==> config.mk <==
export PLATFORM = sky130hd
export DESIGN_NAME = fifo_reg_ctrl
export DESIGN_NICKNAME = d
export VERILOG_FILES = /design/src/rtl/fifo_pkg.sv /design/src/rtl/fifo_reg_ctrl_onehot_dec.sv /design/src/rtl/fifo_reg_ctrl.sv
export SDC_FILE = /design/constraint.sdc
export NUM_CORES = 1
export LEC_CHECK = 0
export BUFFER_PORTS_ARGS = -buffer_cell sky130_fd_sc_hd__clkbuf_2
export CORE_UTILIZATION = 49
export CTS_CLUSTER_DIAMETER = 60
export CTS_CLUSTER_SIZE = 25
export DETAILED_ROUTE_END_ITERATION = 10
export HOLD_SLACK_MARGIN = 0.08
export PLACE_DENSITY = 0.78
export SETUP_SLACK_MARGIN = 0.3
export SYNTH_ARGS = -nofsm -noshare
export SYNTH_HDL_FRONTEND = slang
export SYNTH_SLANG_ARGS = --single-unit
==> constraint.sdc <==
create_clock -name clk -period 2.6 [get_ports clk]
set_input_delay 0.26 -clock clk [delete_from_list [all_inputs] [get_ports clk]]
set_output_delay 0.26 -clock clk [all_outputs]
set_load 0.005 [all_outputs]
==> src/rtl/fifo_pkg.sv <==
// Shared sizing for the register-file FIFO controller: default depth, pointer and count widths.
// Pure constants, no latency or backpressure of its own.
package fifo_pkg;

  localparam int FIFO_DEPTH = 8;
  localparam int FIFO_PTR_W = $clog2(FIFO_DEPTH);
  localparam int FIFO_CNT_W = FIFO_PTR_W + 1;

  // Count needs one extra bit so that a full FIFO (count == DEPTH) is representable.
  function automatic int cnt_width(input int depth);
    return $clog2(depth) + 1;
  endfunction

endpackage

==> src/rtl/fifo_reg_ctrl_onehot_dec.sv <==
// Binary index to one-hot row select, all zeros when disabled.
// Purely combinational, zero latency, no backpressure.
module onehot_dec
  import fifo_pkg::*;
#(
  parameter  int N     = FIFO_DEPTH,
  localparam int IDX_W = $clog2(N)
) (
  input  logic [IDX_W-1:0] idx,
  input  logic             en,
  output logic [N-1:0]     onehot
);

  always_comb begin
    onehot = '0;
    if (en) onehot[idx] = 1'b1;
  end

endmodule

==> src/rtl/fifo_reg_ctrl.sv <==
// Pointer/count sequencer for the 5-bit register rows: one-hot WS/RS, full/empty, refused-request pulses.
// Show-ahead reads with one-cycle update latency; writes refused when full unless a read is accepted alongside.
module fifo_reg_ctrl
  import fifo_pkg::*;
#(
  parameter  int DEPTH = FIFO_DEPTH,
  localparam int PTR_W = $clog2(DEPTH),
  localparam int CNT_W = PTR_W + 1
) (
  input  logic             clk,
  input  logic             clear,
  input  logic             wr_req,
  input  logic             rd_req,
  input  logic             flush,
  output logic [DEPTH-1:0] ws,
  output logic [DEPTH-1:0] rs,
  output logic             full,
  output logic             empty,
  output logic [CNT_W-1:0] count,
  output logic             overflow,
  output logic             underflow
);

  logic [PTR_W-1:0] wr_ptr;
  logic [PTR_W-1:0] rd_ptr;
  logic             rd_acc;
  logic             wr_acc;

  // Flags come only from the count register, never from the request inputs.
  assign full   = (count == CNT_W'(DEPTH));
  assign empty  = (count == '0);

  assign rd_acc = rd_req & ~empty;
  assign wr_acc = wr_req & (~full | rd_acc);

  // Selects are also gated by clear so a held request cannot pulse a row during reset.
  onehot_dec #(.N(DEPTH)) u_ws_dec (
    .idx    (wr_ptr),
    .en     (wr_acc & ~flush & clear),
    .onehot (ws)
  );

  onehot_dec #(.N(DEPTH)) u_rs_dec (
    .idx    (rd_ptr),
    .en     (~empty & clear),
    .onehot (rs)
  );

  always_ff @(posedge clk or negedge clear) begin
    if (!clear) begin
      wr_ptr    <= '0;
      rd_ptr    <= '0;
      count     <= '0;
      overflow  <= 1'b0;
      underflow <= 1'b0;
    end else if (flush) begin
      wr_ptr    <= '0;
      rd_ptr    <= '0;
      count     <= '0;
      overflow  <= 1'b0;
      underflow <= 1'b0;
    end else begin
      // DEPTH is a power of two, so natural pointer overflow gives the mod-DEPTH wrap.
      if (wr_acc) wr_ptr <= wr_ptr + 1'b1;
      if (rd_acc) rd_ptr <= rd_ptr + 1'b1;
      case ({wr_acc, rd_acc})
        2'b10:   count <= count + 1'b1;
        2'b01:   count <= count - 1'b1;
        default: count <= count;
      endcase
      overflow  <= wr_req & ~wr_acc;
      underflow <= rd_req & ~rd_acc;
    end
  end

endmodule
==> metrics.md <==
| Metric | Value |
|---|---|
| Post-Synth Adder-Cell Area | 5.77% |
| Leading area contributor after synthesis | dfrtp_1 |
| Final wirelength | 2.08 mm |
| Max clock buf depth | 2 |
| Worst setup SP type | register |
| Worst path slowest cell | or4b_4 |
| Antenna diodes | 0 |
| Count leader, synth | nor2_1 |
| Remaining DRCs | 0 |
| Die Y-Extent | 44.1 µm |
| Mapped Area | 867 µm² |
| Crit path max fanout | 3 |
| TritonRoute pass-1 iters | 6 |
| Max-Cap Viols | 0 |
| Crit-path cells | o41ai_4 -> nor2_2 -> ha_1 -> o21ai_0 -> or4b_4 -> o21ai_2 -> mux2_4 |
| Sequential cell area | 300 µm² |
| Fin Clk Skew | 4.52 ps |
| Placer Congestion | 0.790 |
| CTS tree | done |
| Synth unique cells | 37 |
| Largest net degree at the start of global routing | 16 |
| Syn Nets | 109 |
| H-tree lvl count | 1 |
| Cells on worst reg2reg path | 7 |
| Routed Antenna Nets | 0 |
| Worst Path Arrival | 2480 ps |
| Cell Pwr Density | 847 mW/mm² |
| CTS sink cnt | 12 |
| Nets | 146 |
| First-pass GRT wire length | 3.34 mm |
| Yosys top cell area share | 34.6% |
| Final Cycle Share | 88.5% |
| Status | finished clean |
| Vias in the first global route | 772 |
| Most frequent cells after synthesis | 22 x nor2_1, 12 x dfrtp_1, 5 x inv_1, 5 x nor3_1 |
| Number of synthesized flops with an enable pin | 0 |
| Synth Flop Type | dfrtp_1 |
| Worst EP required | 2780 ps |
| DRT iter0 DRCs | 22 |
| Crit. End Element | register |
| # rows | 14 |
| Max incr delay on CP | 470 ps |
| # IOs | 29 |
| Total gr overflow | 0 |
| DP HPWL | 1.50 mm |
| Clk Latency, worst-skew pair | 290 ps |
| Total number of vias | 870 |
| Share of cells above drive strength 1 | 36.8% |
| Synthesized netlist cell count | 100 |
| Register area share after synthesis | 34.6% |
| Post-synthesis xor/xnor area fraction | 8.08% |
| Initial antenna violation count | 0 |
| Slew Limit Fails | 0 |
| Simple-gate portion of the synthesized area | 30.0% |
| Num CTS Buffers | 3 |
| Worst-margin pin slew | 390 ps |
| Final Hold Fails | 0 |
| CP Depth | 7 |
| Worst vdd rail ir drop | 470 µV |
| Vias per cell | 5.72 |
| Min-delay worst type | input port to register |
| Leak | 0.576 nW |
| Filler instances | 125 |
| RSZ-0062 raised after global routing | yes |
| Compound-Gate Fraction of Synth Area | 12.0% |
| Final setup vio count | 0 |
| Root Buffer | clkbuf_4 |
| Max Freq | 435 MHz |
| Mux cell area share after synthesis | 4.04% |
| Critical path class | register to register |
| Register bit total from synthesis | 12 |
| Starting Density | 55.0% |
| Layout area overhead | 29.9% |
| Synth warnings | 0 |
| Rel. slew slack | 74.0% |
| Full die area | 0.00194 mm² |
| Hold-critical path depth | 2 |
| Area of the multi-input gates | 541 µm² |
| Crit path max-delay family | compound AO/OA/AOI/OAI gates |
| Die width | 44.1 µm |
| WP buf/inv | 0 |
| Sum of negative setup slack | 0 ps |
| Tot GR Track Use | 23.6% |
| Pwr Total | 0.954 mW |
| Main area contributors after synthesis | dfrtp_1 35%, nor2_1 9.5%, ha_1 5.8% |
| Core area | 0.00158 mm² |
| Ys async rst share | 100% |
| DR WL/cell | 13.7 µm |
| Port bufs | 28 |
| Avg Inst Size Synth | 8.67 µm² |
| Largest family of logic cells by synthesized area | simple AND/OR/NAND/NOR gates |
| Min cycle time layout | 2300 ps |
| Reg clk slew, reported paths | 80 ps |
-- flip-flops by register name, indices dropped and copies added, names as in the netlist --
signal,count
rd_ptr,3
wr_ptr,3
overflow,1
underflow,1
count,4
-- stage by stage --
step                util, %  hold slack [ps]  worst slack (ps)  std cells  cell area (µm²)
floorplan                 -            -35.6               214        100              878
global placement       66.0              214               265        143             1040
detailed placement     66.0              223               201        143             1040
CTS                    69.4              339               330        149             1090
global route           71.4              356               213        152             1130
finish                 71.4              343               300        152             1130
-- cells in the final DEF, fill, tap and decap left out, drive strengths merged, types with 2 or more instances in the layout --
cell,instances
clkbuf,32
inv,5
xnor2,4
a21oi,3
o21ai,3
or4,3
or3,2
nand3,3
ha,4
nand2,3
nor3,5
mux2i,2
buf,8
nand2b,4
nor2,22
xor2,4
dfrtp,12
-- cell type report --
type                    instances  area share [%]
clock buffers                   4            3.22
multi-input cells              78            48.0
well taps                      16            1.78
inverters                       5            1.67
repair buffers                 37            18.7
flip-flops and latches         12            26.7
-- cell families (layout without fill, tap and decap cells) --
family	after synthesis	count (layout)
AO/OA/AOI/OAI	13	13
flip-flops	12	12
multiplexers	3	3
XOR/XNOR	8	8
buffers and inverters	10	46
adder cells (fa/ha/maj)	4	4
AND/OR/NAND/NOR	50	50
-- final timing paths --
check | slack, ps | startpoint | to
worst min register to register | 600 | rd_ptr[0]$_DFFE_PN0P_ | rd_ptr[0]$_DFFE_PN0P_
worst max register to register | 300 | count[3]$_DFFE_PN0P_ | count[3]$_DFFE_PN0P_
worst min-delay path | 340 | rd_req | overflow$_DFF_PN0_
min in group asynchronous | 480 | clear | wr_ptr[1]$_DFFE_PN0P_
worst max-delay path | 300 | count[3]$_DFFE_PN0P_ | count[3]$_DFFE_PN0P_
max in group asynchronous | 1960 | clear | count[0]$_DFFE_PN0P_
-- layer usage --
layer	share of wire (%)	vias to the layer above	track usage (%)
li1	-	424	-
met1	46	406	31.3
met2	48	32	37.6
met3	3.3	8	1.22
met4	2.9	0	15.2
met5	0	-	0
-- where the power goes --
| group | total [mW] | internal, mW | switching [mW] |
|---|---|---|---|
| clock | 0.157 | 0.0853 | 0.0721 |
| sequential | 0.283 | 0.225 | 0.0580 |
| combinational | 0.514 | 0.265 | 0.249 |
| total | 0.954 | 0.575 | 0.379 |
-- worst reg2reg max path: stages (launching register included) --
cell,delay (ps)
dfrtp_1,430
o41ai_4,410
nor2_2,90
ha_1,340
o21ai_0,80
or4b_4,470
o21ai_2,80
mux2_4,300
-- what timing repair did --
item / 4_1_cts / 5_1_grt
endpoints found under the setup margin: 1 / 9
gates resized for setup: 0 / 3
hold buffers: 1 / 0
pin swaps: 1 / 3
endpoints found under the hold margin: 12 / 0
setup buffers: 1 / 3
Power figures use the tool's default switching activity.
